--- src/rtl/rca_seq_pkg.sv ---
// Shared types and constants for the multi-precision add sequencer.
package rca_seq_pkg;

  localparam int unsigned BYTE_W = 8;

  typedef enum logic [1:0] {
    IDLE = 2'd0,
    RUN  = 2'd1,
    DONE = 2'd2
  } seq_state_t;

endpackage

--- src/rtl/rca_8.sv ---
// 8-bit ripple-carry adder: one full-adder cell per bit, carry chained LSB to MSB.
module rca_8
  import rca_seq_pkg::*;
(
  input  logic [BYTE_W-1:0] a_i,
  input  logic [BYTE_W-1:0] b_i,
  input  logic              cin_i,
  output logic [BYTE_W-1:0] sum_o,
  output logic              cout_o
);

  logic [BYTE_W:0] c;

  always_comb begin
    c    = '0;
    c[0] = cin_i;
    for (int i = 0; i < int'(BYTE_W); i++) begin
      sum_o[i] = a_i[i] ^ b_i[i] ^ c[i];
      c[i+1]   = (a_i[i] & b_i[i]) | (c[i] & (a_i[i] ^ b_i[i]));
    end
    cout_o = c[BYTE_W];
  end

endmodule

--- src/rtl/rca8_mp_seq.sv ---
// Multi-precision add sequencer: streams NBYTES-wide operands LSB byte first
// through a single 8-bit ripple-carry adder, chaining the carry across cycles.
module rca8_mp_seq
  import rca_seq_pkg::*;
#(
  parameter int unsigned NBYTES = 4
) (
  input  logic                     clk,
  input  logic                     rst_n,
  input  logic                     clr,
  input  logic                     in_valid,
  output logic                     in_ready,
  input  logic [BYTE_W*NBYTES-1:0] a,
  input  logic [BYTE_W*NBYTES-1:0] b,
  input  logic                     cin,
  output logic                     out_valid,
  input  logic                     out_ready,
  output logic [BYTE_W*NBYTES-1:0] sum,
  output logic                     cout,
  output logic                     ovf
);

  localparam int unsigned W  = BYTE_W * NBYTES;
  localparam int unsigned KW = (NBYTES > 1) ? $clog2(NBYTES) : 1;
  localparam logic [KW-1:0] K_LAST = KW'(NBYTES - 1);

  seq_state_t state_q, state_d;

  logic [W-1:0]      a_q, b_q, sum_q, sum_d;
  logic [KW-1:0]     k_q;
  logic              carry_q, cout_q, ovf_q;
  logic [BYTE_W-1:0] byte_a, byte_b, byte_s;
  logic              byte_co;
  logic              accept, last_byte, ovf_d;

  assign accept    = in_ready && in_valid && !clr;
  assign last_byte = (k_q == K_LAST);

  // State register
  always_ff @(posedge clk or negedge rst_n) begin
    if (!rst_n) state_q <= IDLE;
    else        state_q <= state_d;
  end

  // Next-state logic; clr overrides every transition
  always_comb begin
    state_d = state_q;
    if (clr) begin
      state_d = IDLE;
    end else begin
      case (state_q)
        IDLE:    if (in_valid)  state_d = RUN;
        RUN:     if (last_byte) state_d = DONE;
        DONE:    if (out_ready) state_d = IDLE;
        default: state_d = IDLE;
      endcase
    end
  end

  // Handshake outputs decoded from registered state only
  always_comb begin
    in_ready  = 1'b0;
    out_valid = 1'b0;
    case (state_q)
      IDLE:    in_ready  = 1'b1;
      DONE:    out_valid = 1'b1;
      default: ;
    endcase
  end

  assign byte_a = a_q[k_q*BYTE_W +: BYTE_W];
  assign byte_b = b_q[k_q*BYTE_W +: BYTE_W];

  rca_8 u_rca_8 (
    .a_i    (byte_a),
    .b_i    (byte_b),
    .cin_i  (carry_q),
    .sum_o  (byte_s),
    .cout_o (byte_co)
  );

  // Merge the current byte into the running sum; ovf uses the final MSB
  always_comb begin
    sum_d = sum_q;
    sum_d[k_q*BYTE_W +: BYTE_W] = byte_s;
    ovf_d = byte_co ^ (a_q[W-1] ^ b_q[W-1] ^ byte_s[BYTE_W-1]);
  end

  always_ff @(posedge clk or negedge rst_n) begin
    if (!rst_n) begin
      a_q     <= '0;
      b_q     <= '0;
      sum_q   <= '0;
      k_q     <= '0;
      carry_q <= 1'b0;
      cout_q  <= 1'b0;
      ovf_q   <= 1'b0;
    end else if (accept) begin
      a_q     <= a;
      b_q     <= b;
      sum_q   <= '0;
      k_q     <= '0;
      carry_q <= cin;
    end else if (!clr && state_q == RUN) begin
      sum_q   <= sum_d;
      carry_q <= byte_co;
      k_q     <= KW'(k_q + 1'b1);
      if (last_byte) begin
        cout_q <= byte_co;
        ovf_q  <= ovf_d;
      end
    end
  end

  assign sum  = sum_q;
  assign cout = cout_q;
  assign ovf  = ovf_q;

endmodule

--- config.mk ---
export PLATFORM = sky130hd
export DESIGN_NAME = rca8_mp_seq
export DESIGN_NICKNAME = d
export VERILOG_FILES = /design/src/rtl/rca_seq_pkg.sv /design/src/rtl/rca_8.sv /design/src/rtl/rca8_mp_seq.sv
export SDC_FILE = /design/constraint.sdc
export NUM_CORES = 1
export LEC_CHECK = 0
export BUFFER_PORTS_ARGS = -buffer_cell sky130_fd_sc_hd__clkbuf_2
export CORE_MARGIN = 2
export CORE_UTILIZATION = 28
export CTS_CLUSTER_DIAMETER = 40
export DETAILED_ROUTE_END_ITERATION = 8
export HOLD_SLACK_MARGIN = 0.08
export PLACE_DENSITY = 0.55
export SLEW_MARGIN = 25
export SYNTH_ARGS = -nofsm -noshare
export SYNTH_HDL_FRONTEND = slang
export SYNTH_SLANG_ARGS = --single-unit
--- constraint.sdc ---
create_clock -name clk -period 11.5 [get_ports clk]
set_clock_uncertainty 0.2 [all_clocks]
set_input_delay 0.575 -clock clk [delete_from_list [all_inputs] [get_ports clk]]
set_output_delay 0.575 -clock clk [all_outputs]
set_load 0.05 [all_outputs]
== Word-level counts from Yosys, hierarchy flattened ==
Index checks and enable logic that the tools add are counted.

* Add/subtract/negate cells: 2
* Bitwise gates (word level): 44
* Mux-type cells: 14
* Reductions and logical operators: 8
* Shifts and indexed selects: 4
* Equal/unequal tests: 6

{| class="wikitable"
|+ Operator list
! cell !! number
|-
| 2-to-1 mux 32 bit || 2
|-
| variable part select 32 x 6 -> 8 bit || 2
|-
| negator 5 -> 34 bit || 1
|-
| variable shift 8 x 34 -> 32 bit, first input constant || 1
|-
| variable part select 8 x 34 -> 32 bit || 1
|-
| bitwise mux 32 bit || 1
|-
| XOR 1 bit || 19
|-
| AND 1 bit || 16
|-
| 2-to-1 mux 2 bit || 6
|-
| inequality test 3 bit, second input constant || 3
|-
| bitwise OR 1 bit || 8
|-
| case mux 2 bit (3 select lines) || 1
|-
| AND reduction 3 bit || 2
|-
| equality test 2 bit, second input constant || 2
|-
| 2-to-1 mux 1 bit || 4
|-
| logical AND 1 bit || 3
|-
| adder 2 x 1 -> 2 bit, second input constant || 1
|-
| equality test 2 x 1 -> 1 bit, second input constant || 1
|-
| logical NOT 2 bit || 1
|-
| nonzero test 2 bit || 1
|-
| logical NOT 1 bit || 1
|-
| NOT 1 bit || 1
|}

* Bits in registers: 103
* Bits of input ports: 70

== Logic depth before layout (Yosys ltp) ==
* Word-level depth: 21
* Depth in mapped cells: 17

== By module ==
Synthesis repeated with hierarchy kept, for this count alone.

* Cells, all modules: 314
* Area total of the unflattened synthesis: 4705.8 um^2

{| class="wikitable"
|+ By module, submodules not included
! module !! seq. area each (um^2) !! times used !! cells each !! area each (um^2)
|-
| rca8_mp_seq || 2577.5 || 1 || 296 || 4508.1
|-
| rca_8 || 0.0 || 1 || 18 || 197.7
|}

== Worst setup path before layout ==
OpenSTA, ideal clock, no wires.

* Path type: reg2reg
* From: reg k_q[0]
* To: reg ovf_q (netlist: ovf)
* Period minus slack after synthesis: 4859 ps
* Stages on the path, launching flop included: 18
* Slack: 6641 ps
* Data arrival time: 4534 ps
* Library setup time: 125 ps
* Path through: dfrtp_1 buf_2 mux4_2 inv_1 fa_1 fa_1 fa_1 fa_1 fa_1 inv_1 fa_1 inv_1 fa_1 inv_1 fa_1 xnor2_1 xnor2_1 mux2_2

* Cells in the longest elaborated chain, start to end: 19
* Elaborated cells between the ends (all ways): 39
* Classes of those cells: 1 x eq/ne; 2 x shift; 35 x bitwise; 1 x reduce/logical

{| class="wikitable"
|+ Ends and longest elaborated chain
! element !! line !! text
|-
| start: declaration || rca8_mp_seq.sv:30 || <nowiki>logic [KW-1:0] k_q;</nowiki>
|-
| start signal: assignment || rca8_mp_seq.sv:107 || <nowiki>k_q <= KW'(k_q + 1'b1);</nowiki>
|-
| variable part select 32 x 6 -> 8 bit (on tied branches) || rca8_mp_seq.sv:71, rca8_mp_seq.sv:72 ||
|-
| XOR 1 bit || rca_8.sv:19 || <nowiki>c[i+1] = (a_i[i] & b_i[i]) | (c[i] & (a_i[i] ^ b_i[i]));</nowiki>
|-
| AND 1 bit || rca_8.sv:19 ||
|-
| bitwise OR 1 bit || rca_8.sv:19 ||
|-
| AND 1 bit || rca_8.sv:19 ||
|-
| bitwise OR 1 bit || rca_8.sv:19 ||
|-
| AND 1 bit || rca_8.sv:19 ||
|-
| bitwise OR 1 bit || rca_8.sv:19 ||
|-
| (+3 left out) || - ||
|-
| bitwise OR 1 bit || rca_8.sv:19 ||
|-
| AND 1 bit || rca_8.sv:19 ||
|-
| bitwise OR 1 bit || rca_8.sv:19 ||
|-
| AND 1 bit || rca_8.sv:19 ||
|-
| bitwise OR 1 bit || rca_8.sv:19 ||
|-
| AND 1 bit / XOR 1 bit (equally long branches) || rca_8.sv:19, rca_8.sv:18 ||
|-
| bitwise OR 1 bit / XOR 1 bit (equally long branches) || rca_8.sv:19, rca8_mp_seq.sv:86 ||
|-
| XOR 1 bit || rca8_mp_seq.sv:86 || <nowiki>ovf_d = byte_co ^ (a_q[W-1] ^ b_q[W-1] ^ byte_s[BYTE_W-1]);</nowiki>
|-
| end signal: assignment || rca8_mp_seq.sv:110 || <nowiki>ovf_q <= ovf_d;</nowiki>
|-
| end: declaration || rca8_mp_seq.sv:31 || <nowiki>logic carry_q, cout_q, ovf_q;</nowiki>
|}

Several ways; a longest one is shown, not always the timed one.
A chain may end at the register's enable or synchronous reset.

== Worst setup path in the final report ==
* From: reg k_q[1]
* To: reg ovf_q (netlist: ovf)

The elaborated chain is that of the path after synthesis.

==> key figures <==
Setup path
  • CP Max Fanout: 20
  • Crit Path Class: reg2reg
  • Crit path launch type: flip-flop
  • CP most frequent cell: fa_1
  • Critical Path AT: 5.32 ns
  • Slowest cell on the critical path: dfrtp_1
  • CP max stage delay: 0.89 ns
  • Critical path, cell by cell: mux4_2 -> inv_1 -> fa_1 -> fa_1 -> fa_1 -> fa_1 -> fa_1 -> inv_1 -> fa_1 -> inv_1 -> fa_1 -> inv_1 -> fa_1 -> xnor2_1 -> xnor2_1 -> mux2_2
  • Worst Path Required: 11.54 ns
  • Crit end category: flip-flop
  • Crit path buf inv count: 4
  • CP top delay family: adder cells

Floorplan
  • Chip height: 135 um
  • Area of the core: 16700 um^2
  • Site row count: 47
  • Starting Density: 0.289
  • Die width: 135 um
  • Full die area: 18300 um^2
  • Ports: 106

Detailed routing
  • Routed vias/inst: 4.53
  • Total Wirelength: 12.1 mm
  • DRT Pass-1 Iters: 4
  • DRC errors left: 0
  • Via count: 3562
  • Antenna Nets Post-Route: 0
  • Starting DRT DRC Count: 214
  • DR WL/cell: 15.4 um

Logic synthesis
  • Synth area leader: dfrtp_1
  • EDFF count, synth: 0
  • Post-synthesis register bit count: 103
  • Synth top cells by count: 204 x nand2_1, 103 x dfrtp_1, 21 x inv_1
  • Synthesized area: 4820 um^2
  • Top cells by area, synth: dfrtp_1 53%, nand2_1 16%, mux4_2 7.5%, fa_1 3.3%, o2bb2ai_1 2.9%
  • Post-synthesis sequential area ratio: 0.535
  • Synth Net Count: 551
  • Mean Syn Cell Area: 10.3 um^2
  • Yosys warns: 0
  • Synth Instances: 467
  • Asr flop ratio synth: 1.00
  • Synth unique cells: 34
  • Most frequent cell after synthesis: nand2_1
  • Yosys top cell area share: 0.535
  • Synth Flop Type: dfrtp_1

Global routing
  • Largest net degree at the start of global routing: 81
  • Total Routing Usage GR: 0.142
  • GR Overflow Total: 0
  • Global-route wire length before repair: 19.9 mm
  • Antenna violations before repair: 0
  • Number of global-route vias before repair: 3776

Outcome
  • Status: completed

Clocking
  • TritonCTS clock tree: done
  • Max clock buf depth: 2
  • CTS Buf Count: 9
  • Clock-pin slew on the worst setup and hold paths: 0.07 ns
  • Cts repair resizes: 0
  • Clock Latency Late Sink: 0.35 ns
  • Root Driver: clkbuf_16
  • Sink Count: 103
  • Max H-tree Level: 3

STA
  • Max-slew violations: 0
  • Normalized max-slew margin: 0.437
  • Unrepaired setup endpoints after global routing: no
  • F_max: 190 MHz
  • Final Critical Period: 5.27 ns
  • Final period util: 0.458
  • Total negative slack: 0 ns
  • Final Hold Fails: 0
  • Slew @ Worst Pin: 0.845 ns
  • Setup violation total in the final timing report: 0

Cells and area
  • Fill cells: 1753
  • Final nets: 645
  • Area occupied by multi-input gates: 2000 um^2
  • Area grow syn2layout: 20.0%
  • Layout cells sized above 1: 0.263
  • Sequential cell area: 2580 um^2
  • Ant. Diodes: 0

Power
  • Static Leak: 2.94 nW
  • Overall power: 0.00129 W
  • VDD IR max: 0.110 mV
  • Power Dens Cells: 224 nW/um^2

Placed design
  • Placer congestion estimate: 0.770
  • Dpl hpwl: 8.84 mm
  • Port bufs: 105

Run
  • Total of max-cap violations: 0

Min path
  • Tightest Hold Check Type: in2reg
==> registers in the layout, summed over array words and instances, names as in the netlist <==
signal,count
a_q,32
b_q,32
carry_q,1
cout,1
k_q,2
ovf,1
state_q,2
sum,32
==> power by group <==
part           leakage (nW)  internal [W]  switching (W)
sequential             1.33      0.000426      0.0000537
combinational          1.47      0.000209       0.000310
clock                 0.135      0.000159       0.000135
==> timing repair <==
action | 4_1_cts | 5_1_grt
endpoints found under the hold margin | 23 | 0
buffers inserted | 0 | 0
hold buffers | 1 | 0
==> kinds of logic (layout without fill, tap and decap cells) <==
family | Yosys count | count (layout) | share of synthesized area
flip-flops | 103 | 103 | 0.535
buffers and inverters | 48 | 147 | 0.0543
multiplexers | 19 | 19 | 0.0815
AO/OA/AOI/OAI | 38 | 38 | 0.0574
XOR/XNOR | 4 | 4 | 0.00727
adder cells (fa/ha/maj) | 14 | 14 | 0.0488
AND/OR/NAND/NOR | 241 | 241 | 0.216
==> through the flow <==
| stage | hold WS [ns] | setup WS [ns] | instance area (um^2) | instances | utilization |
|---|---|---|---|---|---|
| 6_report | 0.212 | 6.23 | 5780 | 786 | 0.346 |
| 5_1_grt | 0.203 | 5.92 | 5780 | 786 | 0.346 |
| 4_1_cts | 0.199 | 6.19 | 5770 | 786 | 0.346 |
| 3_5_place_dp | 0.262 | 6.22 | 5480 | 769 | 0.328 |
| 3_3_place_gp | 0.254 | 6.27 | 5480 | 769 | 0.328 |
| 2_1_floorplan | 0.0794 | 6.64 | 4820 | 467 | - |
==> layer usage <==
metal,wire length (um),GRT usage,share of wire,vias up
met3,632,0.0378,0.052,9
met2,5630,0.226,0.47,87
li1,-,-,-,1711
met1,5750,0.194,0.48,1755
met4,91,0.0365,0.0075,0
met5,0,0,0,-
==> layout by cell type, fill, tap and decap left out, types with 2 or more instances in the layout <==
cell type / n
nand2_1: 204
nor2_1: 4
clkinvlp_4: 2
buf_4: 4
and2_1: 2
clkbuf_8: 2
mux2_2: 2
nand3b_1: 7
dfrtp_1: 103
a21oi_1: 10
o2bb2ai_1: 16
inv_1: 21
o21ai_1: 2
nor2b_1: 3
nand4bb_1: 2
ha_1: 6
nand3_1: 10
clkbuf_16: 9
fa_1: 8
o31ai_1: 9
mux4_2: 16
xnor2_1: 3
clkbuf_2: 104
==> layout make-up <==
| type | instances | share of cell area |
|---|---|---|
| sequential | 103 | 0.446 |
| inverter | 21 | 0.0136 |
| multi-input combinational | 316 | 0.345 |
| clock inverter | 4 | 0.00498 |
| tap | 220 | 0.0476 |
| clock buffer | 12 | 0.0443 |
| timing repair buffer | 110 | 0.0989 |
==> worst register-to-register path, cell delays in order, from the launching register on <==
cell,delay (ns)
dfrtp_1,0.89
mux4_2,0.35
inv_1,0.05
fa_1,0.41
fa_1,0.39
fa_1,0.38
fa_1,0.38
fa_1,0.38
inv_1,0.08
fa_1,0.16
inv_1,0.05
fa_1,0.35
inv_1,0.07
fa_1,0.47
xnor2_1,0.17
xnor2_1,0.12
mux2_2,0.25
==> path summary, 6_finish.rpt <==
path | start | endpoint | slack (ns) | cells after the start
min in group asynchronous | rst_n | sum[2]$_DFFE_PN0P_ | 0.46 | 2
min reg2reg | a_q[5]$_DFFE_PN0P_ | a_q[5]$_DFFE_PN0P_ | 0.28 | 2
max in group asynchronous | rst_n | a_q[12]$_DFFE_PN0P_ | 9.62 | 3
max | k_q[1]$_DFFE_PN0P_ | ovf$_DFFE_PN0P_ | 6.23 | 16
max reg2reg | k_q[1]$_DFFE_PN0P_ | ovf$_DFFE_PN0P_ | 6.23 | 16
min | b[9] | b_q[9]$_DFFE_PN0P_ | 0.21 | 3
(Power assumes the default switching activity.)
